**src/rtl/mano_mem_arbiter.sv**
```systemverilog
// rtl/mano_mem_arbiter.sv - two-port round-robin arbiter and access sequencer for Mano main memory
//
// Shares the single memory port between the CPU control unit and the program
// loader. A winner's command is latched in IDLE, then the sequence
// ACCESS -> RESP -> FIN performs exactly one memory read or write.
//
// Ports:
//   clk, rst_n                       clock, synchronous active-low reset
//   cpu_req/cpu_we/cpu_addr/cpu_wdata CPU command (held until done_cpu)
//   gnt_cpu, done_cpu, rdata_cpu     CPU grant, completion pulse, read data
//   ld_*, gnt_ld, done_ld, rdata_ld  same set for the program loader
//   mem_ar, mem_din                  memory address / write data
//   mem_we, mem_re                   one-cycle memory write / read strobes
//   mem_dout                         memory read data, valid cycle after mem_re
//   busy                             sequencer not in IDLE
module mano_mem_arbiter #(
  parameter int AW = 12,
  parameter int DW = 16
) (
  input  logic          clk,
  input  logic          rst_n,
  input  logic          cpu_req,
  input  logic          cpu_we,
  input  logic [AW-1:0] cpu_addr,
  input  logic [DW-1:0] cpu_wdata,
  output logic          gnt_cpu,
  output logic          done_cpu,
  output logic [DW-1:0] rdata_cpu,
  input  logic          ld_req,
  input  logic          ld_we,
  input  logic [AW-1:0] ld_addr,
  input  logic [DW-1:0] ld_wdata,
  output logic          gnt_ld,
  output logic          done_ld,
  output logic [DW-1:0] rdata_ld,
  output logic [AW-1:0] mem_ar,
  output logic [DW-1:0] mem_din,
  output logic          mem_we,
  output logic          mem_re,
  input  logic [DW-1:0] mem_dout,
  output logic          busy
);

  typedef enum logic [1:0] {
    S_IDLE   = 2'd0,
    S_ACCESS = 2'd1,
    S_RESP   = 2'd2,
    S_FIN    = 2'd3
  } state_t;

  state_t        state;
  state_t        state_next;

  logic          last_ld;     // 1: loader was served last
  logic          win_ld;      // 1: loader owns the current transaction
  logic          lat_we;      // latched write enable of the winner
  logic          sel_ld;      // arbitration result in IDLE
  logic          any_req;
  logic [AW-1:0] ar_q;
  logic [DW-1:0] din_q;
  logic [DW-1:0] rdata_cpu_q;
  logic [DW-1:0] rdata_ld_q;

  assign any_req = cpu_req | ld_req;
  // Loader wins when it is the only requester, or on a tie when the CPU
  // was served last.
  assign sel_ld  = ld_req & (~cpu_req | ~last_ld);

  // The address/data registers are loaded only when a command is latched,
  // so they present the command throughout ACCESS and keep the last driven
  // values afterwards.
  assign mem_ar    = ar_q;
  assign mem_din   = din_q;
  assign rdata_cpu = rdata_cpu_q;
  assign rdata_ld  = rdata_ld_q;

  always_ff @(posedge clk) begin
    if (!rst_n) begin
      state       <= S_IDLE;
      last_ld     <= 1'b1;
      win_ld      <= 1'b0;
      lat_we      <= 1'b0;
      ar_q        <= '0;
      din_q       <= '0;
      rdata_cpu_q <= '0;
      rdata_ld_q  <= '0;
    end else begin
      state <= state_next;
      if (state == S_IDLE && any_req) begin
        win_ld  <= sel_ld;
        last_ld <= sel_ld;
        lat_we  <= sel_ld ? ld_we    : cpu_we;
        ar_q    <= sel_ld ? ld_addr  : cpu_addr;
        din_q   <= sel_ld ? ld_wdata : cpu_wdata;
      end
      // Read data arrives the cycle after the read strobe; only the
      // winner's register is touched, and never on a write.
      if (state == S_RESP && !lat_we) begin
        if (win_ld) begin
          rdata_ld_q <= mem_dout;
        end else begin
          rdata_cpu_q <= mem_dout;
        end
      end
    end
  end

  always_comb begin
    state_next = state;
    gnt_cpu    = 1'b0;
    gnt_ld     = 1'b0;
    done_cpu   = 1'b0;
    done_ld    = 1'b0;
    mem_we     = 1'b0;
    mem_re     = 1'b0;
    busy       = 1'b1;
    case (state)
      S_IDLE: begin
        busy = 1'b0;
        if (any_req) begin
          state_next = S_ACCESS;
        end
      end
      S_ACCESS: begin
        gnt_cpu    = ~win_ld;
        gnt_ld     = win_ld;
        mem_we     = lat_we;
        mem_re     = ~lat_we;
        state_next = S_RESP;
      end
      S_RESP: begin
        gnt_cpu    = ~win_ld;
        gnt_ld     = win_ld;
        state_next = S_FIN;
      end
      S_FIN: begin
        gnt_cpu    = ~win_ld;
        gnt_ld     = win_ld;
        done_cpu   = ~win_ld;
        done_ld    = win_ld;
        state_next = S_IDLE;
      end
      default: begin
        state_next = S_IDLE;
      end
    endcase
  end

endmodule

```
**config.mk**
```make
export PLATFORM = sky130hd
export DESIGN_NAME = mano_mem_arbiter
export DESIGN_NICKNAME = d
export VERILOG_FILES = /design/src/rtl/mano_mem_arbiter.sv
export SDC_FILE = /design/constraint.sdc
export NUM_CORES = 1
export LEC_CHECK = 0
export CAP_MARGIN = 20
export CORE_MARGIN = 3
export CORE_UTILIZATION = 42
export DETAILED_ROUTE_END_ITERATION = 8
export PLACE_DENSITY = 0.85
export SLEW_MARGIN = 5
export SYNTH_ARGS = -nofsm -noshare
export SYNTH_HDL_FRONTEND = slang
export SYNTH_SLANG_ARGS = --single-unit
```
**constraint.sdc**
```tcl
create_clock -name clk -period 2.9 [get_ports clk]
set_input_delay 0.435 -clock clk [delete_from_list [all_inputs] [get_ports clk]]
set_output_delay 0.435 -clock clk [all_outputs]
set_load 0.02 [all_outputs]
```
==> impl_metrics.json <==
{
  "cts.sinks": 65,
  "max_freq_ghz": 0.442,
  "fp-row-count": 28,
  "first_pass_iters": 4,
  "yosysTopAreaCellShare": 0.478,
  "yosysMostFrequentCell": "nand2_1",
  "grt_first_pass_wirelength_microns": 13300,
  "skew_ps": 3.63,
  "crit_path_max_fanout": 7,
  "grt_max_degree": 66,
  "cts_resized": 0,
  "wirelength_microns": 8170,
  "drv_cap": 0,
  "clock_latency_ps": 320,
  "synthTopCellsByArea": "dfxtp_1 48%, nand2_1 13%, a21oi_1 11%, a21boi_0 5.8%, o21ai_0 5.5%",
  "gp_congestion": 0.771,
  "timing_worst_setup_path_type": "reg -> out",
  "p_per_area_nw_per_um2": 843,
  "synth_cells": 336,
  "post_cts_buffers": 0,
  "nets": 551,
  "multi_input_area_sq_um": 1280,
  "ys_seq_area_frac": 0.478,
  "synth_top_flop_cell": "dfxtp_1",
  "yosysTopAreaCell": "dfxtp_1",
  "portBuffers": 144,
  "final_antenna_net_count": 0,
  "numCtsBuffers": 9,
  "ff2ff_path_depth": 6,
  "cp-end-kind": "primary output",
  "grt_pass1_vias": 2864,
  "r2r_start": "state[0]",
  "critPathLaunchType": "flop",
  "drive_above_1_share": 0.0508,
  "status": "finished clean",
  "die_w_microns": 86.5,
  "min_path_type": "reg -> reg",
  "worst_slew_pin_slew_ps": 932,
  "cp.arrival_ps": 1830,
  "area_growth_pct": 60.6,
  "peakVddDrop_uv": 555,
  "drtIter0Drc": 121,
  "met3_usage": 0.0694,
  "synthArstFlopShare": 0,
  "avgSynthCellArea_sq_um": 8.11,
  "rsz0062_at_grt": "no",
  "fin_area_sq_um": 4370,
  "holdPathEnd": "rdata_cpu[4]",
  "hold_viol_final": 0,
  "ys_types": 28,
  "synth-seq-cells": 65,
  "cts.reportedPaths.clkPinSlew_ps": 70,
  "synthTopCellsByCount": "94 x nand2_1, 65 x dfxtp_1, 59 x a21oi_1",
  "dr_total_vias": 2821,
  "r2r-end": "mem_ar[0]",
  "yosys_warnings": 0,
  "hold_path_depth": 2,
  "antenna_cells": 0,
  "period_needed_ps": 2260,
  "cts_buffer_depth": 2,
  "h-tree-depth": 3,
  "cts_root_buf": "clkbuf_8",
  "final_util": 0.718,
  "slew_violations": 0,
  "cts_hold_buf": 0,
  "num-fill-cells": 488,
  "dp_hpwl_microns": 5890,
  "fin_crit_sh": 0.780,
  "busiest_layer": "met2",
  "antenna_found_initial": 0,
  "final.setup.tns_ps": 0,
  "cts_tree": "yes",
  "slew_headroom": 0.379,
  "use_met1": 0.262,
  "r2r_setup_slack_ps": 990,
  "use_met2": 0.375,
  "fp.dieArea_sq_um": 7490,
  "start_util": 0.447,
  "boundaryPins": 145,
  "seq_area_sq_um": 1300,
  "leakagePower_nw": 1.65,
  "grtUsageTotal": 0.221,
  "syn_nets": 419,
  "placed_area_sq_um": 4150,
  "final-setup-viol-count": 0,
  "via_per_inst": 5.16,
  "drcViolationCount": 0,
  "netlist_area_sq_um": 2720,
  "synth-edff-count": 0,
  "placeableCoreArea_sq_um": 6100,
  "hold_path.startpoint": "rdata_cpu[4]",
  "required_ps": 2470,
  "post_drt_wl_per_cell_microns": 14.9,
  "grt_overflow": 0,
  "die_h_microns": 86.5
}
## per-stage QoR
| step | setup slack (ps) | hold slack (ps) | power, mW | cells |
|---|---|---|---|---|
| detailed placement | 746 | 445 | 2.83 | 532 |
| CTS | 621 | 454 | 3.71 | 547 |
| global route | 530 | 481 | 3.91 | 547 |
| global placement | 835 | 439 | 2.79 | 532 |
| floorplan | 1430 | 516 | 2.13 | 336 |
| finish | 637 | 450 | 3.69 | 547 |
## cell usage in the layout (no fill, tap or decap), types with 2 or more instances in the layout
cell type / instances
o21ai_0: 29
and2_1: 2
dfxtp_1: 65
a21oi_1: 59
clkdlybuf4s50_1: 143
buf_4: 3
a21boi_0: 21
a21boi_1: 11
ha_1: 5
bufinv_16: 2
clkbuf_8: 12
nand2_1: 94
nor2_1: 2
nor2b_1: 5
inv_1: 3
## per-layer routing
layer | wire length, microns | share of wire | vias up
li1 | - | - | 1389
met1 | 3420 | 0.42 | 1299
met2 | 3960 | 0.48 | 125
met3 | 726 | 0.089 | 8
met4 | 67 | 0.0082 | 0
met5 | 0 | 0 | -
## cells by family after synthesis
family,Yosys count,synth area share
and+or+nand+nor,109,0.171
AOI/OAI and AO/OA,127,0.269
muxes,1,0.00367
DFF,65,0.478
adders and majority gates,5,0.0230
buffers and inverters,29,0.0551
## flip-flops by register name, indices dropped and copies added (netlist names)
signal / count
win_ld: 1
state: 2
lat_we: 1
last_ld: 1
mem_ar: 12
rdata_cpu: 16
rdata_ld: 16
mem_din: 16
## final cells by class
class | instances | area share
clock buffers | 13 | 0.0386
clock inverters | 2 | 0.0137
inverters | 3 | 0.00257
multi-input cells | 242 | 0.293
flip-flops and latches | 65 | 0.297
well taps | 75 | 0.0215
repair buffers | 147 | 0.334
## worst max path at each step
| stage | startpoint | endpoint | slack (ps) |
|---|---|---|---|
| after detailed placement | cpu_req | mem_ar[2] | 750 |
| after floorplan | state[0] | rdata_cpu[10] | 1430 |
| after global placement | cpu_req | mem_ar[1] | 830 |
| after CTS | state[0] | busy | 620 |
| final | state[0] | busy | 640 |
| after global routing | state[0] | busy | 530 |
## power by group
group	switching, mW	total (mW)	leakage (nW)	internal (mW)
registers	0.139	1.25	0.532	1.11
clock network	0.317	0.868	0.116	0.551
logic	0.857	1.57	1.01	0.711
## critical path, cell delays in order (launching register included)
cell and delay (ps):
dfxtp_1 390, inv_1 100, ha_1 310, inv_1 80, clkdlybuf4s50_1 620
Power figures use the tool's default switching activity.
==> RTL change, RTL diff (config.mk and constraints unchanged) <==
Encoding of `state_t`: now one-hot (4 bits for 4 states).
--- a/src/rtl/mano_mem_arbiter.sv
+++ b/src/rtl/mano_mem_arbiter.sv
@@ -42,9 +42,9 @@
 );
 
-  typedef enum logic [1:0] {
-    S_IDLE   = 2'd0,
-    S_ACCESS = 2'd1,
-    S_RESP   = 2'd2,
-    S_FIN    = 2'd3
+  typedef enum logic [3:0] {
+    S_IDLE   = 4'b0001,
+    S_ACCESS = 4'b0010,
+    S_RESP   = 4'b0100,
+    S_FIN    = 4'b1000
   } state_t;
 
Function: no difference found for any inputs over 10 cycles, from zero or initial values and one cycle with rst_n low; not proved beyond that.
==> RTL change against the unedited design <==
Area after synthesis rose by 4.4%; highest routed layer unchanged; critical endpoint is now gnt_ld; setup slack got worse by 320 ps; non-clock buffer count rose by 2; sequential cell count rose by 2; wire length rose by 0.40%; cell area rose by 3.5%.
Power is not compared: it rests on default switching activity, and its combinational part moved more than twofold at a synthesized area within 25%.
==> RTL change: results (changes against the unedited design) <==
| Result | Value | Change |
|:---|:---|:---|
| Critical-path top delay cell | sky130_fd_sc_hd__clkdlybuf4s50_1 |  |
| Most Crowded Layer GR | met2 |  |
| Number of DRC markers in iteration 0 | 95 | -21% |
| Met3 demand-to-capacity share in global routing | 0.0912 | +0.0219 |
| Vias in the first global route | 2,755 | -3.8% |
| Filler cells | 493 | +1.0% |
| Number of nets at the end of the flow | 541 | -1.8% |
| Proportion of synthesized chip area in sequential cells | 0.472 | -0.00589 |
| Count of unique library cells instantiated by Yosys | 27 | -3.6% |
| Worst Hold Launch | rdata_ld[10] |  |
| Dominant cells by area after synthesis | sky130_fd_sc_hd__dfxtp_1 (47%), sky130_fd_sc_hd__nand2_1 (14%), sky130_fd_sc_hd__mux2i_1 (11%), sky130_fd_sc_hd__a311oi_1 (8.9%), sky130_fd_sc_hd__a21oi_1 (5.3%) |  |
| Layout Cells excl Fill | 545 | -0.37% |
| Post-DR wirelength/cell | 15.1 um | +0.77% |
| Arrival time of the worst setup path | 2150 ps | +320 ps |
| Skew final | 5.40 ps | +1.77 ps |
| Maximum buffer depth of the clock tree | 2 | unchanged |
| Hold Path Sink | rdata_ld[10] |  |
| First-pass GRT wire length | 12,500 um | -5.8% |
| Worst reg2reg path startpoint | state[0] |  |
| Largest fanout on the critical path | 8 | +1 |
| Global placer's final weighted congestion | 0.820 | +6.3% |
| Layout cells sized above 1 | 0.0620 | +0.0111 |
| Insertion delay of the later-clocked pin in the worst-skew pair | 330 ps |  |
| Top cells by instance count after synthesis | sky130_fd_sc_hd__nand2_1 (107), sky130_fd_sc_hd__dfxtp_1 (67), sky130_fd_sc_hd__mux2i_1 (32) |  |
| Global routing met1 resource utilization | 0.229 | -0.0326 |
| Slowest cell delay on critical path | 560 ps | -60 ps |
| R2R setup slack | 1130 ps | +140 ps |
| Peak supply drop | 320 uV |  |
| Status | finished clean |  |
| Post-Place Cells | 528 | -0.75% |
| Synthesized net count | 408 | -2.6% |
| Tightest slew margin relative to the limit | 0.331 | -0.0477 |
| Total number of vias | 2,882 | +2.2% |
| Worst Reg2Reg Path Length in Cells | 5 | -1 |
| Mean instance size in the synthesized netlist | 8.61 um^2 | +6.3% |
| Number of clock buffers inserted by TritonCTS | 9 | unchanged |
| Met2 Resource Use GR | 0.337 | -0.0383 |
| Detailed Routing Iterations Pass 1 | 4 | unchanged |
| Worst slack at placement | 512 ps | -234 ps |
| Maximum number of pins on one net before global-route repair | 52 | -21% |
| Clock input transition at the sequential cells of the worst setup and hold paths | 70 ps | about the same |
| Number of setup buffers added after CTS | 0 | unchanged |
| HPWL Detailed | 5770 um | -2.0% |
| Total routing usage reported by global routing | 0.206 | -0.0147 |
| R2r endpoint | mem_din[4] |  |
==> RTL change: changes by cell type in the layout (fill, tap and decap cells not counted), sizes merged, moves of 14 or more <==
cell    change
a21boi     -32
mux2i      +31
a21oi      -29
a311oi     +29
o21ai      -26
nand2      +14
==> RTL change: through the flow <==
stage | util | power [uW] | hold WS (ps) | area [um^2]
2_1_floorplan | - | 1370 | 475 | 2840
3_3_place_gp | 0.664 | 1650 | 445 | 4290
3_5_place_dp | 0.664 | 1660 | 454 | 4290
4_1_cts | 0.699 | 2530 | 463 | 4510
5_1_grt | 0.701 | 2630 | 478 | 4530
6_report | 0.701 | 2510 | 460 | 4530
==> RTL change: layer usage <==
layer / wire, um / share of wire
met5: 0 / 0
met4: 154 / 0.019
met3: 890 / 0.11
met2: 3920 / 0.48
met1: 3240 / 0.39
==> RTL change: logic make-up after synthesis <==
kind of cell | synth area share
buffers and inverters | 0.0528
AO/OA/AOI/OAI | 0.163
flip-flops | 0.472
AND/OR/NAND/NOR | 0.199
multiplexers | 0.113
==> RTL change: where the power goes <==
part	leakage [uW]	total, uW	switching [uW]	internal, uW
clock	0.000119	865	339	527
combinational	0.00124	607	306	301
sequential	0.000548	1040	49.2	993
total	0.00191	2510	694	1820
==> RTL change: layout make-up <==
cell class / instances / area (um^2) / area share
Clock inverter: 5 / 75.1 / 0.0166
Sequential cell: 67 / 1340 / 0.296
Inverter: 5 / 18.8 / 0.00415
Tap cell: 77 / 96.3 / 0.0213
Multi-Input combinational cell: 231 / 1360 / 0.300
Timing Repair Buffer: 149 / 1490 / 0.328
Clock buffer: 11 / 151 / 0.0334
==> RTL change: worst max-delay path, delay by kind of cell (launching register included) <==
kind                   cells  cell delay, ps
AOI/OAI and AO/OA          1             540
buffers and inverters      1             560
and+or+nand+nor            2             180
DFF                        1             540
==> RTL change: worst max-delay path by stage <==
stage                     slack (ps)  depth (start not counted)     start           to
after global routing             220                          4  state[3]       gnt_ld
after CTS                        310                          4  state[3]       gnt_ld
final                            320                          4  state[3]       gnt_ld
after global placement           580                          4   cpu_req  mem_din[14]
after detailed placement         510                          4   cpu_req   mem_din[4]
after floorplan                 1320                          3  state[3]      gnt_cpu
